**config.mk**
```make
export PLATFORM = sky130hd
export DESIGN_NAME = gate_tester
export DESIGN_NICKNAME = d
export VERILOG_FILES = /design/src/rtl/gate_tester_pkg.sv /design/src/rtl/gate_tester_settle_counter.sv /design/src/rtl/gate_tester.sv
export SDC_FILE = /design/constraint.sdc
export NUM_CORES = 1
export LEC_CHECK = 0
export ABC_AREA = 0
export BUFFER_PORTS_ARGS = -buffer_cell sky130_fd_sc_hd__clkbuf_2
export CAP_MARGIN = 20
export CORE_UTILIZATION = 55
export CTS_CLUSTER_SIZE = 28
export DETAILED_ROUTE_END_ITERATION = 6
export GPL_ROUTABILITY_DRIVEN = 0
export PLACE_DENSITY = 0.81
export SETUP_SLACK_MARGIN = 0.5
export SLEW_MARGIN = 0
export SYNTH_ARGS = -nofsm -noshare
export SYNTH_HDL_FRONTEND = slang
export SYNTH_SLANG_ARGS = --single-unit
```
**constraint.sdc**
```tcl
create_clock -name clk -period 3.9 [get_ports clk]
set_input_delay 0.39 -clock clk [delete_from_list [all_inputs] [get_ports clk]]
set_output_delay 0.39 -clock clk [all_outputs]
set_load 0.01 [all_outputs]
```
**src/rtl/gate_tester_pkg.sv**
```systemverilog
// gate_tester_pkg -- shared types and constants for the 2-input gate tester.
// Holds the FSM state encoding, the vector/counter widths and a small
// saturating-increment helper for the mismatch counter.
package gate_tester_pkg;

    // Sweep controller states
    typedef enum logic [1:0] {
        ST_IDLE   = 2'd0,
        ST_WAIT   = 2'd1,
        ST_CHECK  = 2'd2,
        ST_FINISH = 2'd3
    } state_e;

    // Number of input vectors of a 2-input gate and the width of one vector
    localparam int NUM_VEC = 4;
    localparam int VEC_W   = 2;

    // Settle counter width; wide enough for SETTLE up to 15
    localparam int CNT_W   = 4;

    // Mismatch counter width and its ceiling (one mismatch per vector at most)
    localparam int ERR_W   = 3;
    localparam logic [ERR_W-1:0] ERR_MAX = ERR_W'(NUM_VEC);

    // Final vector of a sweep
    localparam logic [VEC_W-1:0] LAST_VEC = VEC_W'(NUM_VEC - 1);

    // Increment that sticks at ERR_MAX instead of wrapping
    function automatic logic [ERR_W-1:0] sat_inc(input logic [ERR_W-1:0] v);
        logic [ERR_W-1:0] r;
        if (v >= ERR_MAX) begin
            r = ERR_MAX;
        end else begin
            r = v + ERR_W'(1);
        end
        return r;
    endfunction

endpackage

```
**src/rtl/gate_tester_settle_counter.sv**
```systemverilog
// settle_counter -- counts idle cycles while a test vector settles through
// the gate under test. Held at zero while clear_i is high; while enable_i is
// high it advances once per cycle and raises tc_o on the last settle cycle,
// so an enable window of exactly LIMIT cycles ends with tc_o.
module settle_counter
    import gate_tester_pkg::*;
#(
    parameter int unsigned LIMIT = 3
) (
    input  logic clk,
    input  logic reset,
    input  logic clear_i,
    input  logic enable_i,
    output logic tc_o
);

    localparam logic [CNT_W-1:0] TC_VAL = CNT_W'(LIMIT - 1);

    logic [CNT_W-1:0] cnt_q;
    logic [CNT_W-1:0] cnt_d;

    // Terminal count: the current cycle is the last settle cycle
    assign tc_o = enable_i && (cnt_q == TC_VAL);

    // Next count: clear wins, then advance, holding at terminal count
    always_comb begin
        cnt_d = cnt_q;
        if (clear_i) begin
            cnt_d = '0;
        end else if (enable_i && !tc_o) begin
            cnt_d = cnt_q + CNT_W'(1);
        end
    end

    // Count register with synchronous reset
    always_ff @(posedge clk) begin
        if (reset) begin
            cnt_q <= '0;
        end else begin
            cnt_q <= cnt_d;
        end
    end

endmodule

```
**src/rtl/gate_tester.sv**
```systemverilog
// gate_tester -- drives all four input vectors {a,b} into a 2-input gate,
// waits SETTLE cycles per vector, samples y and compares it to TRUTH[{a,b}].
// Reports a one-cycle done pulse, pass flag, mismatch count and the first
// failing vector.
//
// Optional feature macro: GATE_TESTER_STOP_ON_FAIL_EN
//   defined   -> the first mismatch ends the sweep immediately
//   undefined -> every vector is always checked
//
// y must already be synchronous to clk; no synchronizer is present.
// SETTLE must be in 1..15.
module gate_tester
    import gate_tester_pkg::*;
#(
    parameter logic [NUM_VEC-1:0] TRUTH  = 4'b1000,
    parameter int unsigned        SETTLE = 3
) (
    input  logic             clk,
    input  logic             reset,
    input  logic             start,
    input  logic             y,
    output logic             a,
    output logic             b,
    output logic             busy,
    output logic             done,
    output logic             pass,
    output logic [ERR_W-1:0] err_count,
    output logic [VEC_W-1:0] fail_vec
);

    state_e           state_q;
    logic [VEC_W-1:0] vec_q;
    logic [VEC_W-1:0] ab_q;
    logic             busy_q;
    logic             done_q;
    logic             pass_q;
    logic [ERR_W-1:0] err_q;
    logic [VEC_W-1:0] fail_q;

    logic             settle_tc;
    logic             settle_clear;
    logic             settle_en;
    logic             mismatch;
    logic             last_check;
    logic [VEC_W-1:0] vec_inc;

    // Settle counting only happens in WAIT; any other state parks it at zero,
    // so every WAIT visit starts from a cleared count.
    assign settle_en    = (state_q == ST_WAIT);
    assign settle_clear = (state_q != ST_WAIT);

    settle_counter #(
        .LIMIT (SETTLE)
    ) u_settle (
        .clk      (clk),
        .reset    (reset),
        .clear_i  (settle_clear),
        .enable_i (settle_en),
        .tc_o     (settle_tc)
    );

    // Compare the gate response against the expected truth-table entry
    assign mismatch = (y != TRUTH[vec_q]);
    assign vec_inc  = vec_q + VEC_W'(1);

    // Decide whether this CHECK ends the sweep
`ifdef GATE_TESTER_STOP_ON_FAIL_EN
    assign last_check = (vec_q == LAST_VEC) || mismatch;
`else
    assign last_check = (vec_q == LAST_VEC);
`endif

    // Sweep controller with all outputs registered alongside the state
    always_ff @(posedge clk) begin
        if (reset) begin
            state_q <= ST_IDLE;
            vec_q   <= '0;
            ab_q    <= '0;
            busy_q  <= 1'b0;
            done_q  <= 1'b0;
            pass_q  <= 1'b0;
            err_q   <= '0;
            fail_q  <= '0;
        end else begin
            done_q <= 1'b0;
            case (state_q)
                ST_IDLE: begin
                    if (start) begin
                        vec_q   <= '0;
                        ab_q    <= '0;
                        err_q   <= '0;
                        fail_q  <= '0;
                        pass_q  <= 1'b0;
                        busy_q  <= 1'b1;
                        state_q <= ST_WAIT;
                    end
                end

                ST_WAIT: begin
                    if (settle_tc) begin
                        state_q <= ST_CHECK;
                    end
                end

                ST_CHECK: begin
                    if (mismatch) begin
                        err_q <= sat_inc(err_q);
                        // Only the first failing vector of a sweep is kept
                        if (err_q == '0) begin
                            fail_q <= vec_q;
                        end
                    end
                    if (last_check) begin
                        state_q <= ST_FINISH;
                    end else begin
                        vec_q   <= vec_inc;
                        ab_q    <= vec_inc;
                        state_q <= ST_WAIT;
                    end
                end

                ST_FINISH: begin
                    // err_q already includes the final CHECK result here
                    done_q  <= 1'b1;
                    pass_q  <= (err_q == '0);
                    busy_q  <= 1'b0;
                    ab_q    <= '0;
                    state_q <= ST_IDLE;
                end

                default: begin
                    state_q <= ST_IDLE;
                end
            endcase
        end
    end

    assign a         = ab_q[1];
    assign b         = ab_q[0];
    assign busy      = busy_q;
    assign done      = done_q;
    assign pass      = pass_q;
    assign err_count = err_q;
    assign fail_vec  = fail_q;

endmodule

```
Word level (Yosys, flattened, before mapping)
Cells that the tools add are included.
{ "totals": {"regBits": 18, "latchBits": 0, "ram_bits": 0, "mem_bits_ro": 0, "in_bits": 4, "n_memories": 0} }
{ "op_classes": {"addsub": 3, "mul": 0, "div": 0, "order_cmp": 2, "eq_ne": 12, "shift": 0, "mux": 22, "bitwise": 0, "n_reduce_logical": 15} }
{ "ops": {"columns": ["operator", "count"], "rows": [
  ["$mux W2", 7],
  ["$ne A2 B2 Y1 const B", 5],
  ["$mux W3", 3],
  ["$reduce_and A3 Y1", 3],
  ["$pmux W2 S2", 2],
  ["$pmux W2 S4", 1],
  ["$eq A2 B2 Y1 const B", 3],
  ["$pmux W2 S3", 1],
  ["$pmux W3 S2", 1],
  ["$add A4 B1 Y4 const B", 1],
  ["$eq A4 B2 Y1 const B", 1],
  ["$mux W1", 4],
  ["$pmux W1 S2", 2],
  ["$reduce_and A2 Y1", 2],
  ["$reduce_and A4 Y1", 1],
  ["$reduce_bool A2 Y1", 2],
  ["$add A3 B1 Y3 const B", 1],
  ["$ge A3 B3 Y1 const B", 1],
  ["$logic_not A3 Y1", 1],
  ["$lt A2 B3 Y1 const B", 1],
  ["$reduce_bool A3 Y1", 1],
  ["$add A2 B1 Y2 const B", 1],
  ["$bmux W1 S2", 1],
  ["$eq A2 B1 Y1 const B", 1],
  ["other kinds (6)", 7]
]} }

Logic depth before layout (Yosys ltp)
Gate-level depths: netlist of run 1.
{ "logic_depth": {"ltp_word": 5, "depth_mapped": 6, "mapped_depth_nobuf": 5} }

Cells and area by module
Synthesis of run 1 repeated with hierarchy kept, for this count alone.
{ "unflattened": {"cells_unflattened": 97, "area_unflattened_um2": 922.1} }
{ "modules_own_cells": {"columns": ["module", "instances", "cells_per_inst", "area_per_inst_um2", "seq_area_each_um2"], "rows": [
  ["gate_tester", 1, 75, 705.7, 280.3],
  ["settle_counter", 1, 22, 216.5, 80.1]
]} }

Worst setup path before layout of run 1
No wires, ideal clock.
{ "synth_path": {"path_type": "register to register", "start": "reg vec_q[0]", "end": "reg err_q[0], in the netlist err_count[0]", "t_arrival_ps": 1288, "required_time_ps": 3779, "path_slack_ps": 2491, "stages_incl_launch_ff": 6, "n_path_buf": 1, "period_less_slack_ps": 1409, "cell_sequence": "dfxtp_1 ha_1 buf_6 xor2_4 and3_2 mux2_2"} }
{ "synth_via": {"elab_chain_len": 5} }
{ "synth_rtl": {"columns": ["item", "line", "source"], "rows": [
  ["start, declared", "gate_tester.sv:32", "logic [VEC_W-1:0] vec_q;"],
  ["start signal, assigned", "gate_tester.sv:116", "vec_q <= vec_inc;"],
  ["$bmux W1 S2", "gate_tester.sv:63", "assign mismatch = (y != TRUTH[vec_q]);"],
  ["$mux W1 (not written as such)", "gate_tester.sv:63", null],
  ["$ne A1 B1 Y1", "gate_tester.sv:63", null],
  ["$ne A2 B2 Y1 (no line)", null, null],
  ["$reduce_and A3 Y1 (no line)", null, null],
  ["end signal, assigned", "gate_tester.sv:107", "err_q <= sat_inc(err_q);"],
  ["end, declared", "gate_tester.sv:37", "logic [ERR_W-1:0] err_q;"]
]} }
Every way passes these cells. The select of a mux whose other input is x is not followed.
A chain may end at the register's enable or synchronous reset.

Worst setup path in the final report of run 1
{ "layout_path": {"start": "reg vec_q[0]", "end": "reg fail_q[0], in the netlist fail_vec[0]"} }
{ "layout_via": {"elab_chain_len": 5, "elab_cells_between_ends": 8, "cone_classes": "eq/ne: 2; mux: 5; reduce/logical: 1"} }
{ "layout_rtl": {"columns": ["item", "line", "source"], "rows": [
  ["$bmux W1 S2", "gate_tester.sv:63", null],
  ["$mux W1 (not written as such)", "gate_tester.sv:63", null],
  ["$ne A1 B1 Y1", "gate_tester.sv:63", null],
  ["$ne A2 B2 Y1 (no line)", null, null],
  ["$reduce_and A4 Y1 (no line)", null, null],
  ["end signal, assigned", "gate_tester.sv:110", "fail_q <= vec_q;"],
  ["end, declared", "gate_tester.sv:38", "logic [VEC_W-1:0] fail_q;"]
]} }
Several ways; a longest one is shown, not always the timed one. The select of a mux whose other input is x is not followed.

==> results.md, run 1 <==
Synthesis:
- The largest total area in the synthesized netlist belongs to dfxtp_1.
- Counting flops with an async set or reset pin after synthesis yields a share of 0%.
- The most used standard cell by instance count after synthesis is dfxtp_1.
- Sequential cells were found to cover 38.8% of the synthesized design area.
- The Yosys step of the flow raised 0 warnings.
- After synthesis, the most frequently instantiated cells are dfxtp_1 (18), nand2_1 (8), nor2_1 (8).
- In this run, distinct cell masters in the synthesized netlist total 36.
- Of the post-synthesis cell area, the dominant cell type holds 38.8%.
- Synthesis inferred 18 register bits.
- The number of enable-type register cells in the synthesized netlist is 0.
- The cell count after synthesis came out at 95.
- Counting every net in the synthesized netlist gives 104.
- For this run, the leading register cell type out of synthesis is dfxtp_1.
- A synthesized cell averages 9.77 um^2.
- By area the synthesized netlist is led by dfxtp_1 (39%), ha_1 (6.7%), buf_6 (3.6%).
- The summed instance area of the synthesized netlist is 928 um^2.

Setup path:
- The type of the worst setup path is reg2reg.
- The worst setup path is captured at a flip-flop.
- Along the worst path, the maximum fanout reaches 8.
- STA puts the critical path data arrival time at 1.80 ns.
- The data required time at the worst endpoint is 4.10 ns.
- STA classifies the critical path startpoint as a flip-flop.

Drt:
- The number of violations reported at the end of detailed-routing iteration 0 is 6.
- The first detailed-routing pass took 4 iterations.
- For this block, the via count after detailed routing is 692.
- In this run the remaining antenna-violating nets after routing total 0.
- After detailed routing, the number of vias per cell comes to 5.67.
- The DRC violation count after routing is 0.
- Wires add up to 1510 um.
- Dividing the detail-routed wire length by the instance count gives 12.4 um.

Placed design:
- After detailed placement, the design holds a cell count of 118.
- Port buffering added 13 buffers.
- The half-perimeter wire length after detailed placement is 1120 um.
- Summing all placed instances gives a cell area of 967 um^2.
- OpenSTA, run right after detailed placement, puts the worst setup slack at 2.30 ns.

Finish:
- The layout has 134 filler cells.
- The count of cells in the finished layout, fillers not included, comes to 122.
- The final-stage net count is 116.
- Once layout is complete, the utilization of the core stands at 65.1%.
- Summing all non-filler instances in the final layout gives an area of 0.00100 mm^2.
- In the final layout, the share of cells above drive strength 1 is 24.5%.
- The diode insertion count for antenna repair is 0.
- The synthesis-to-finish area growth is 8.09%.

Timing:
- The worst pin sits at a relative slew slack of 73.3%.
- The setup slack after layout is 2.30 ns.
- The hold violation count in the final report is 0.
- The post-route setup TNS is 0 ns.
- The fmax is 0.624 GHz.
- The transition time of the tightest slew-check pin is 0.400 ns.
- On the final layout, the worst clock skew is 0.00357 ns.
- The worst path in the final design needs a cycle of 1.60 ns, including I/O delays and setup.
- Final hold analysis gives a worst-case slack of 0.473 ns.
- Setup repair after global routing left no endpoint under its margin.
- The final worst-path cycle share is 41.1%.
- The number of pins with negative max-slew slack in the final report is 0.
- Setup violations remaining at the end of the flow were counted as 0.

Global route:
- The overall routing resource usage is 19.0%.
- The initial antenna violation count is 0.
- Entering global routing, the biggest net connects 18 pins.
- The number of global-route vias before repair is 593.
- The total congestion overflow after global routing is 0.
- The first global-routing pass estimated 2550 um of wire.

Clock tree:
- The TritonCTS clock tree is yes.
- Counting the buffers created by CTS gives 3.
- Clock tree synthesis selected as its root buffer the cell clkbuf_4.
- The quantity of gates resized following cts is 0.
- The cts-stage hold buffer count is 0.
- Clock latency on the worst-skew pair, taken at its later pin, is 0.30 ns.
- Clock tree synthesis found a total of 18 sinks.
- The post-CTS repair timing setup buffer count is 0.
- Clock-pin slew was measured on the worst setup and hold paths at 0.10 ns.
- The clock passes through at most 2 buffers.
- The count of H-tree levels built during CTS is 1.

Floorplanning:
- In this run the standard cell core region covers 0.00154 mm^2.
- The I/O pin count is 14.
- Once the floorplan was initialized, standard cells occupied 60.2% of the core.
- The number of standard-cell rows in the floorplan is 14.
- The die covers 0.00186 mm^2.
- Measured along the x axis, the die boundary spans 43.1 um.
- The y dimension of the die is 43.1 um.

Power:
- The power density over the cells is 325 mW/mm^2.
- The maximum vdd ir drop is 0.182 mV.
- For this design the static power due to leakage is 0.441 nW.
- The total power is 0.327 mW.

Hold path:
- The path class of the tightest hold or removal check is in2reg.

Run status:
- The flow ran to the end, and the final reports show no timing, DRC or antenna violations.

Run:
- The count of max-cap constraint violations is 0.
kinds of logic after synthesis:
| logic type | Yosys count | share of synthesized area [%] |
|---|---|---|
| buf+inv | 11 | 7.01 |
| simple gates | 38 | 25.6 |
| mux | 4 | 5.66 |
| flops | 18 | 38.8 |
| compound gates | 16 | 11.3 |
| xor+xnor | 3 | 4.85 |
| fa+ha+maj | 5 | 6.74 |
layout make-up:
class / instances / area [um^2] / area share, %
Tap cell: 16 / 20.0 / 2.00
Clock buffer: 4 / 36.3 / 3.62
Timing Repair Buffer: 13 / 65.1 / 6.48
Multi-Input combinational cell: 66 / 503 / 50.1
Inverter: 5 / 18.8 / 1.87
Sequential cell: 18 / 360 / 35.9
sequential cells by signal (all words and copies together), names as in the netlist:
register,flops
done,1
u_settle.cnt_q,4
err_count,3
state_q,2
vec_q,2
pass,1
ab_q,2
fail_vec,2
busy,1
layout by cell type (no fill, tap or decap):
| cell | instances |
|---|---|
| xnor2_1 | 1 |
| a22o_1 | 1 |
| nand4b_4 | 1 |
| a211oi_1 | 2 |
| and2_1 | 1 |
| nor3b_1 | 2 |
| and2b_1 | 1 |
| clkbuf_4 | 3 |
| a31oi_1 | 2 |
| nand3b_1 | 1 |
| mux2_4 | 2 |
| nand2_1 | 8 |
| dfxtp_1 | 18 |
| and3_2 | 1 |
| o21bai_1 | 1 |
| nand4b_1 | 1 |
| o2bb2ai_1 | 1 |
| or2b_1 | 2 |
| nor2b_4 | 1 |
| a32oi_1 | 2 |
| nor2b_1 | 3 |
| nand2b_1 | 2 |
| clkbuf_2 | 13 |
| inv_1 | 5 |
| ha_1 | 5 |
| a21oi_1 | 6 |
| clkbuf_8 | 1 |
| nor3b_2 | 1 |
| nor2_1 | 8 |
| xor2_1 | 1 |
| or3b_1 | 1 |
| nor3_1 | 1 |
| mux2_2 | 2 |
| nand3_1 | 3 |
| xor2_4 | 1 |
| o21ai_0 | 1 |
per-layer routing:
metal,wire length (um),track usage (%),vias up
met3,64,3.83,5
met4,49,14.5,0
met1,713,23.9,326
li1,-,-,343
met5,0,0,-
met2,680,28.1,18
power breakdown:
part	total, mW	internal [mW]	switching [mW]
Clock	0.116	0.0570	0.0595
Combinational	0.0201	0.00773	0.0124
Sequential	0.190	0.187	0.00346
worst paths after layout:
path              startpoint     endpoint  slack (ns)  cells past startpoint
hold reg to reg         pass         pass        0.48                      2
setup / recovery    vec_q[0]  fail_vec[0]        2.30                      4
setup reg to reg    vec_q[0]  fail_vec[0]        2.30                      4
hold / removal         start      ab_q[0]        0.47                      4
worst max-delay path, stage by stage, from the launching register on:
cell and delay, ns:
dfxtp_1 0.40, ha_1 0.42, xor2_4 0.24, nand4b_4 0.14
mux2_4 0.31
Note: power is estimated with default switching activity, not from simulation.
==> run 2, diff against run 1 <==
--- a/config.mk
+++ b/config.mk
@@ -8,11 +8,11 @@
 export ABC_AREA = 0
 export BUFFER_PORTS_ARGS = -buffer_cell sky130_fd_sc_hd__clkbuf_2
 export CAP_MARGIN = 20
-export CORE_UTILIZATION = 55
+export CORE_UTILIZATION = 49
 export CTS_CLUSTER_SIZE = 28
 export DETAILED_ROUTE_END_ITERATION = 6
 export GPL_ROUTABILITY_DRIVEN = 0
-export PLACE_DENSITY = 0.81
+export PLACE_DENSITY = 0.77
 export SETUP_SLACK_MARGIN = 0.5
 export SLEW_MARGIN = 0
 export SYNTH_ARGS = -nofsm -noshare
==> constraint.sdc (replaced) <==
create_clock -name clk -period 1.4 [get_ports clk]
set_input_delay 0.14 -clock clk [delete_from_list [all_inputs] [get_ports clk]]
set_output_delay 0.14 -clock clk [all_outputs]
set_load 0.01 [all_outputs]
==> results.md, run 2 (same netlist as run 1, synthesis figures left out) <==
Drt:
- The pre-antenna-repair detailed-routing pass consisted of 4 iterations.
- The detail-routed via count per cell is 5.35.
- The detailed router finished its first iteration with 23 violations.
- The routed via count is 813.
- Dividing the detail-routed wire length by the instance count gives 16.3 um.
- The DRC violation count after routing is 0.
- The total length of routed wires is 2480 um.
- The count of nets left with antenna violations once routing finished came out at 0.

Clock tree:
- CTS built an H-tree with a depth of 1.
- The root buffer cell is clkbuf_4.
- The number of buffers added by the clock tree synthesis step is 3.
- In this run the deepest clock path goes through 2 buffers.
- The number of sinks on the clock net is 18.
- After clock tree synthesis, the clock-pin slew on the worst setup and hold paths is 0.12 ns.
- The cts-stage hold buffer count is 0.
- For the worst-skew pair, the clock arrives at the later sink with an insertion delay of 0.30 ns.
- TritonCTS built the clock tree.

Finish:
- The synthesis-to-finish area growth is 50.3%.
- The library cells used most frequently in the layout, excluding fill and tap cells, are buf_4 (16), buf_6 (14), dfxtp_2 (9).
- For this run, the post-layout net count is 137.
- In the final layout, the share of cells above drive strength 1 is 65.4%.
- The register with the most flip-flops in the layout has 4 of them.
- The library cell used most frequently in the layout, excluding fill and tap cells, is buf_4.
- The number of antenna diodes in the final layout is 0.
- The register with the highest flop count is u_settle.cnt_q.

Setup path:
- The data required time at the worst endpoint is 1.61 ns.
- The largest incremental delay on the critical path is 0.38 ns.
- On the critical path, the stage with the largest delay is an instance of dfxtp_4.
- The setup path with the least slack is of type reg2reg.
- STA classifies the critical path startpoint as a flip-flop.
- The signal on the critical path passes through ha_4 > buf_4 > buf_6 > buf_6 > nor2b_1 > a32oi_1 > a21oi_1.
- The largest fanout on the critical path is 5.
- The kind of cell adding the most delay to the critical path is flip-flops.
- Together, buffers and inverters on the worst path number 3.
- The nature of the critical path endpoint is a flip-flop.
- Data on the critical path arrives at its endpoint at 1.58 ns.
- The critical path's most frequent cell is buf_6.

Placed design:
- Detailed placement ended at an HPWL of 1350 um.
- Buffers placed on the I/O ports in this run total 13.

Power:
- The total power is 0.970 mW.
- The power density over the cells is 695 mW/mm^2.
- The standby leakage power is 0.582 nW.
- VDD sags by at most 0.520 mV.

Floorplanning:
- 14 I/O pins were placed.
- The area of the die is 0.00207 mm^2.
- The number of standard-cell rows in the floorplan is 15.
- The initial cell density of the core is 53.2%.
- The die is 45.5 um tall.
- The total area inside the core boundary comes to 0.00175 mm^2.
- The die is 45.5 um wide.

Timing:
- The fmax is 0.731 GHz.
- The number of pins with negative max-slew slack in the final report is 0.
- Setup violations remaining at the end of the flow were counted as 0.
- For the final database, setup skew stands at 0.00910 ns.
- The transition time of the tightest slew-check pin is 0.295 ns.
- The final worst-path cycle share is 97.8%.
- Setup repair after global routing could not meet its margin everywhere.
- The worst path needs 1.37 ns of the cycle, external delays included.
- The hold violation count in the final report is 0.
- Summed over all failing endpoints, the final setup total negative slack is 0 ns.
- In this run the tightest slew margin relative to its limit is 80.3%.

Global route:
- The number of global-route vias before repair is 713.
- Entering global routing, the biggest net connects 12 pins.
- For this run the aggregate overflow at the end of global routing stands at 0.
- The initial antenna violation count came to 0.
- The global-route wire length before repair is 3220 um.
- The overall routing resource usage is 22.0%.

Hold path:
- The path category of the worst min-delay check is in2reg.

Run status:
- The run finished with clean final reports.

Run:
- Across the run, the number of max-cap violations was 0.
[run 2: path summary, 6_finish.rpt]
path / endpoint / cells after the start / slack (ns) / from
setup / recovery: vec_q[1] / 7 / 0.03 / vec_q[1]
hold / removal: err_count[2] / 2 / 0.15 / reset
setup reg to reg: vec_q[1] / 7 / 0.03 / vec_q[1]
hold reg to reg: busy / 2 / 0.49 / busy
[run 2: metal layers]
| layer | GRT usage, % | share of wire [%] | wire length, um |
|---|---|---|---|
| met1 | 26.7 | 41 | 1010 |
| met2 | 38.9 | 53 | 1300 |
| met3 | 4.76 | 4.6 | 115 |
| met4 | 5.45 | 1.9 | 47 |
| met5 | 0 | 0 | 0 |
[run 2: where the power goes]
part	internal (mW)	switching [mW]	leakage (nW)
Combinational	0.0580	0.0571	0.406
Sequential	0.512	0.0114	0.155
Clock	0.158	0.173	0.0210
[run 2: cell type report]
class	instances	area (um^2)
Multi-Input combinational cell	66	617
Sequential cell	18	394
Inverter	5	18.8
Timing Repair Buffer	34	298
Fill cell	113	350
Tap cell	25	31.3
Clock buffer	4	36.3
[run 2: timing repair]
action                     CTS  global route
setup buffers                8             7
gates resized for setup     19            37
setup endpoints to repair   25            27
pin swaps                   11             9
hold endpoints to repair     0             0
[run 2: worst register-to-register path, cell delays in order (launching register included)]
cell	delay (ns)
dfxtp_4	0.38
ha_4	0.19
buf_4	0.13
buf_6	0.10
buf_6	0.12
nor2b_1	0.10
a32oi_1	0.06
a21oi_1	0.20
[run 2: through the flow]
step           utilization (%)  cell area (um^2)  cells  setup slack, ns  hold WS [ns]
2_1_floorplan                -               987     95           0.0712         0.366
3_3_place_gp              61.5              1070    133           0.0460         0.443
3_5_place_dp              61.5              1070    133           0.0271         0.466
4_1_cts                   69.5              1210    145           0.0900         0.144
5_1_grt                   79.9              1400    152          -0.0195         0.149
6_report                  79.9              1400    152           0.0314         0.145
==> run 3, diff against run 2 <==
--- a/config.mk
+++ b/config.mk
@@ -17,4 +17,5 @@
 export SLEW_MARGIN = 0
 export SYNTH_ARGS = -nofsm -noshare
 export SYNTH_HDL_FRONTEND = slang
+export SYNTH_HIERARCHICAL = 1
 export SYNTH_SLANG_ARGS = --single-unit
==> results.md, run 3 <==
Global route:
- The initial antenna violation count is 0.
- Entering global routing, the biggest net connects 14 pins.
- For this run the aggregate overflow at the end of global routing stands at 0.
- The global-route wire length before repair is 3920 um.
- The overall routing resource usage is 26.9%.
- The number of global-route vias before repair is 855.

Placed design:
- The count of port buffers added during placement is 13.
- The worst slack at placement is 0.0353 ns.
- The number of placed instances, taps included, is 137.
- The half-perimeter wire length after detailed placement is 1340 um.

Setup path:
- The kind of cell adding the most delay to the critical path is simple AND/OR/NAND/NOR gates.
- Along the worst path, the maximum fanout reaches 5.
- Walking the worst path, the cells encountered are inv_2 > ha_1 > or3b_4 > a21o_1 > a211oi_2.
- In this design, the stage delay of the slowest critical-path cell is 0.42 ns.
- The nature of the critical path endpoint is a flip-flop.
- The data required time at the worst endpoint is 1.61 ns.
- The category of the worst setup path launch point is a flip-flop.
- The slowest cell on the critical path is or3b_4.
- The type of the worst setup path is reg2reg.
- The number of buffers and inverters on the critical path is 1.
- The worst path arrival time is 1.60 ns.

Synthesis:
- The commonest cells after synthesis are dfxtp_1 (18), a21oi_1 (8), inv_1 (6), nor2_1 (6).
- The number of synthesis warnings is 6.
- The number of distinct standard cells referenced by the synthesized netlist is 41.
- The most used standard cell by instance count after synthesis is dfxtp_1.
- The post-synth net total is 106.
- Summing every instance area after synthesis gives 922 um^2.
- The async set-reset flop share out of synthesis is 0%.
- Each instance of the synthesized netlist takes up on average 9.51 um^2.
- The number of enable-type register cells in the synthesized netlist is 0.
- Synthesis inferred 18 register bits.
- In this run the biggest area consumer among cell types represents 39.1% of the synthesized area.
- Synthesis handed over a netlist of 97 instances.
- Sequential cells were found to cover 39.1% of the synthesized design area.
- Among all flip-flop cells after synthesis, the most frequent one is dfxtp_1.
- Sorting the synthesized cells by area gives the leading types as dfxtp_1 (39%), ha_1 (6.8%), a21oi_1 (4.3%).
- The largest total area in the synthesized netlist belongs to dfxtp_1.

Power:
- The worst-case IR drop observed on VDD is 0.422 mV.
- Power spread over the standard cell area amounts to 655 mW/mm^2.
- Summed over all cells, the static leakage comes to 0.640 nW.
- The internal power component is 0.732 mW.
- The power share of the combinational group is 13.9%.
- The total power is 0.981 mW.
- The net load switching power is 0.249 mW.
- The share of total power dissipated in the clock network is 33.0%.
- The switching part of the total power is 25.4%.
- The relative contribution of sequential cells to total power is 53.2%.

Floorplanning:
- The total area inside the core boundary comes to 0.00175 mm^2.
- The die width is 45.4 um.
- The die covers 0.00206 mm^2.
- The number of standard-cell rows in the floorplan is 15.
- The I/O pin count is 14.
- For this configuration, the core starts out at a cell density of 52.8%.
- The y dimension of the die is 45.4 um.

Timing:
- Measured against its own limit, the worst slew margin works out to 77.0%.
- Setup repair after global routing could not meet its margin everywhere.
- The clock skew is 0.00144 ns.
- Setup violations remaining at the end of the flow were counted as 0.
- The setup slack after layout is 0.00689 ns.
- The clock period minus worst slack is 1.39 ns.
- After layout, the worst path uses 99.5% of the clock period.
- The worst hold slack is 0.164 ns.
- The number of pins with negative max-slew slack in the final report is 0.
- The fmax is 0.718 GHz.
- The hold violation count in the final report is 0.
- The transition time of the tightest slew-check pin is 0.344 ns.

Drt:
- The remaining antenna violation count is 0.
- The post-detailed-route wirelength per cell is 18.9 um.
- For this block, the routed nets add up to 3030 um of wire.
- The detail-routed via count per cell is 5.80.
- The first-pass iteration count of the detailed router is 4.
- Across all layers, the routed design uses 928 vias.
- The number of violations reported at the end of detailed-routing iteration 0 is 23.
- The DRC violation count after routing is 0.

Finish:
- The leading cell type in the layout, fill and taps excluded is buf_6.
- The post-layout instance count excluding filler cells is 160.
- The diode insertion count for antenna repair is 0.
- The layout cell share with drive strength beyond 1 is 65.9%.
- The final-stage net count is 145.
- The register with the most flip-flops in the layout has 4 of them.
- Relative to the synthesized area, the layout overhead comes to 62.4%.
- The register with the highest flop count is u_settle/cnt_q.
- The top cell types in the final layout, fill and taps aside, are buf_6 (17), buf_4 (16), dfxtp_2 (10).

Clock tree:
- The clock reaches the later pin of the worst-skew pair after 0.29 ns.
- The cts-stage hold buffer count is 0.
- The number of sinks on the clock net is 18.
- In this run the number of H-tree levels came out at 1.
- The root buffer cell is clkbuf_4.
- Clock-pin slew was measured on the worst setup and hold paths at 0.11 ns.
- TritonCTS built the clock tree.
- Counting the buffers created by CTS gives 3.
- The longest clock path from root to sink contains 2 buffers.

Hold path:
- The path category of the worst min-delay check is in2reg.

Run:
- The tool flagged a number of max-cap violations equal to 0.

Run status:
- The flow ran to the end, and the final reports show no timing, DRC or antenna violations.
## run 3: cell types whose count changed after synthesis, sizes merged, moves of 2 or more
cell	before	now
and2b	1	3
mux2	4	2
nand2	8	5
nor2b	4	2
nor4	0	2
nor2	8	6
or2b	2	0
a21oi	6	8
## run 3: logic make-up (layout without fill, tap and decap cells)
logic type,count (synthesis),after routing,synth area share (%)
buffers and inverters,10,47,5.70
AO/OA/AOI/OAI,20,20,14.0
adder cells (fa/ha/maj),5,5,6.78
XOR/XNOR,4,4,4.61
flip-flops,18,18,39.1
AND/OR/NAND/NOR,38,39,27.4
multiplexers,2,2,2.44
## run 3: final timing paths
path,endpoint,startpoint,slack [ns],cells after the start
worst max-delay path,u_settle/cnt_q[0],u_settle/cnt_q[0],0.007,5
worst min-delay path,err_count[2],reset,0.16,2
worst min register to register,pass,pass,0.49,2
worst max register to register,u_settle/cnt_q[0],u_settle/cnt_q[0],0.007,5
## run 3: metrics by stage
stage	setup TNS [ns]	utilization, %	cell area (um^2)
after floorplan	0	-	1010
after global placement	0	64.5	1130
after detailed placement	0	64.5	1130
after CTS	0	77.5	1350
after global routing	-0.124	85.8	1500
final	0	85.8	1500
## run 3: layout make-up
cell class,count,area (um^2)
clock buffer,4,36.3
fill,80,248
inverter,6,22.5
multi-input combinational,70,674
sequential,18,392
tap,25,31.3
timing repair buffer,37,342
## run 3: what timing repair did
| action | CTS | global route |
|---|---|---|
| pin swaps | 12 | 9 |
| gates cloned | 0 | 1 |
| setup endpoints to repair | 24 | 27 |
| gates resized for setup | 27 | 29 |
| buffers inserted | 13 | 5 |
| endpoints found under the hold margin | 0 | 0 |
## run 3: power groups by stage
| stage | registers [mW] | logic [mW] | clock network [mW] |
|---|---|---|---|
| 6_report | 0.522 | 0.136 | 0.324 |
| 5_1_grt | 0.522 | 0.145 | 0.352 |
| 4_1_cts | 0.523 | 0.105 | 0.317 |
| 3_5_place_dp | 0.536 | 0.0880 | 0 |
| 3_3_place_gp | 0.536 | 0.0871 | 0 |
| 2_1_floorplan | 0.536 | 0.0591 | 0 |
## run 3: routing by layer
metal / up-vias / track usage, % / part of all wire, %
met3: 12 / 4.37 / 5.7
met1: 443 / 30.2 / 39
met4: 0 / 11.5 / 3.8
li1: 423 / - / -
met5: - / 0 / 0
met2: 50 / 49.1 / 52
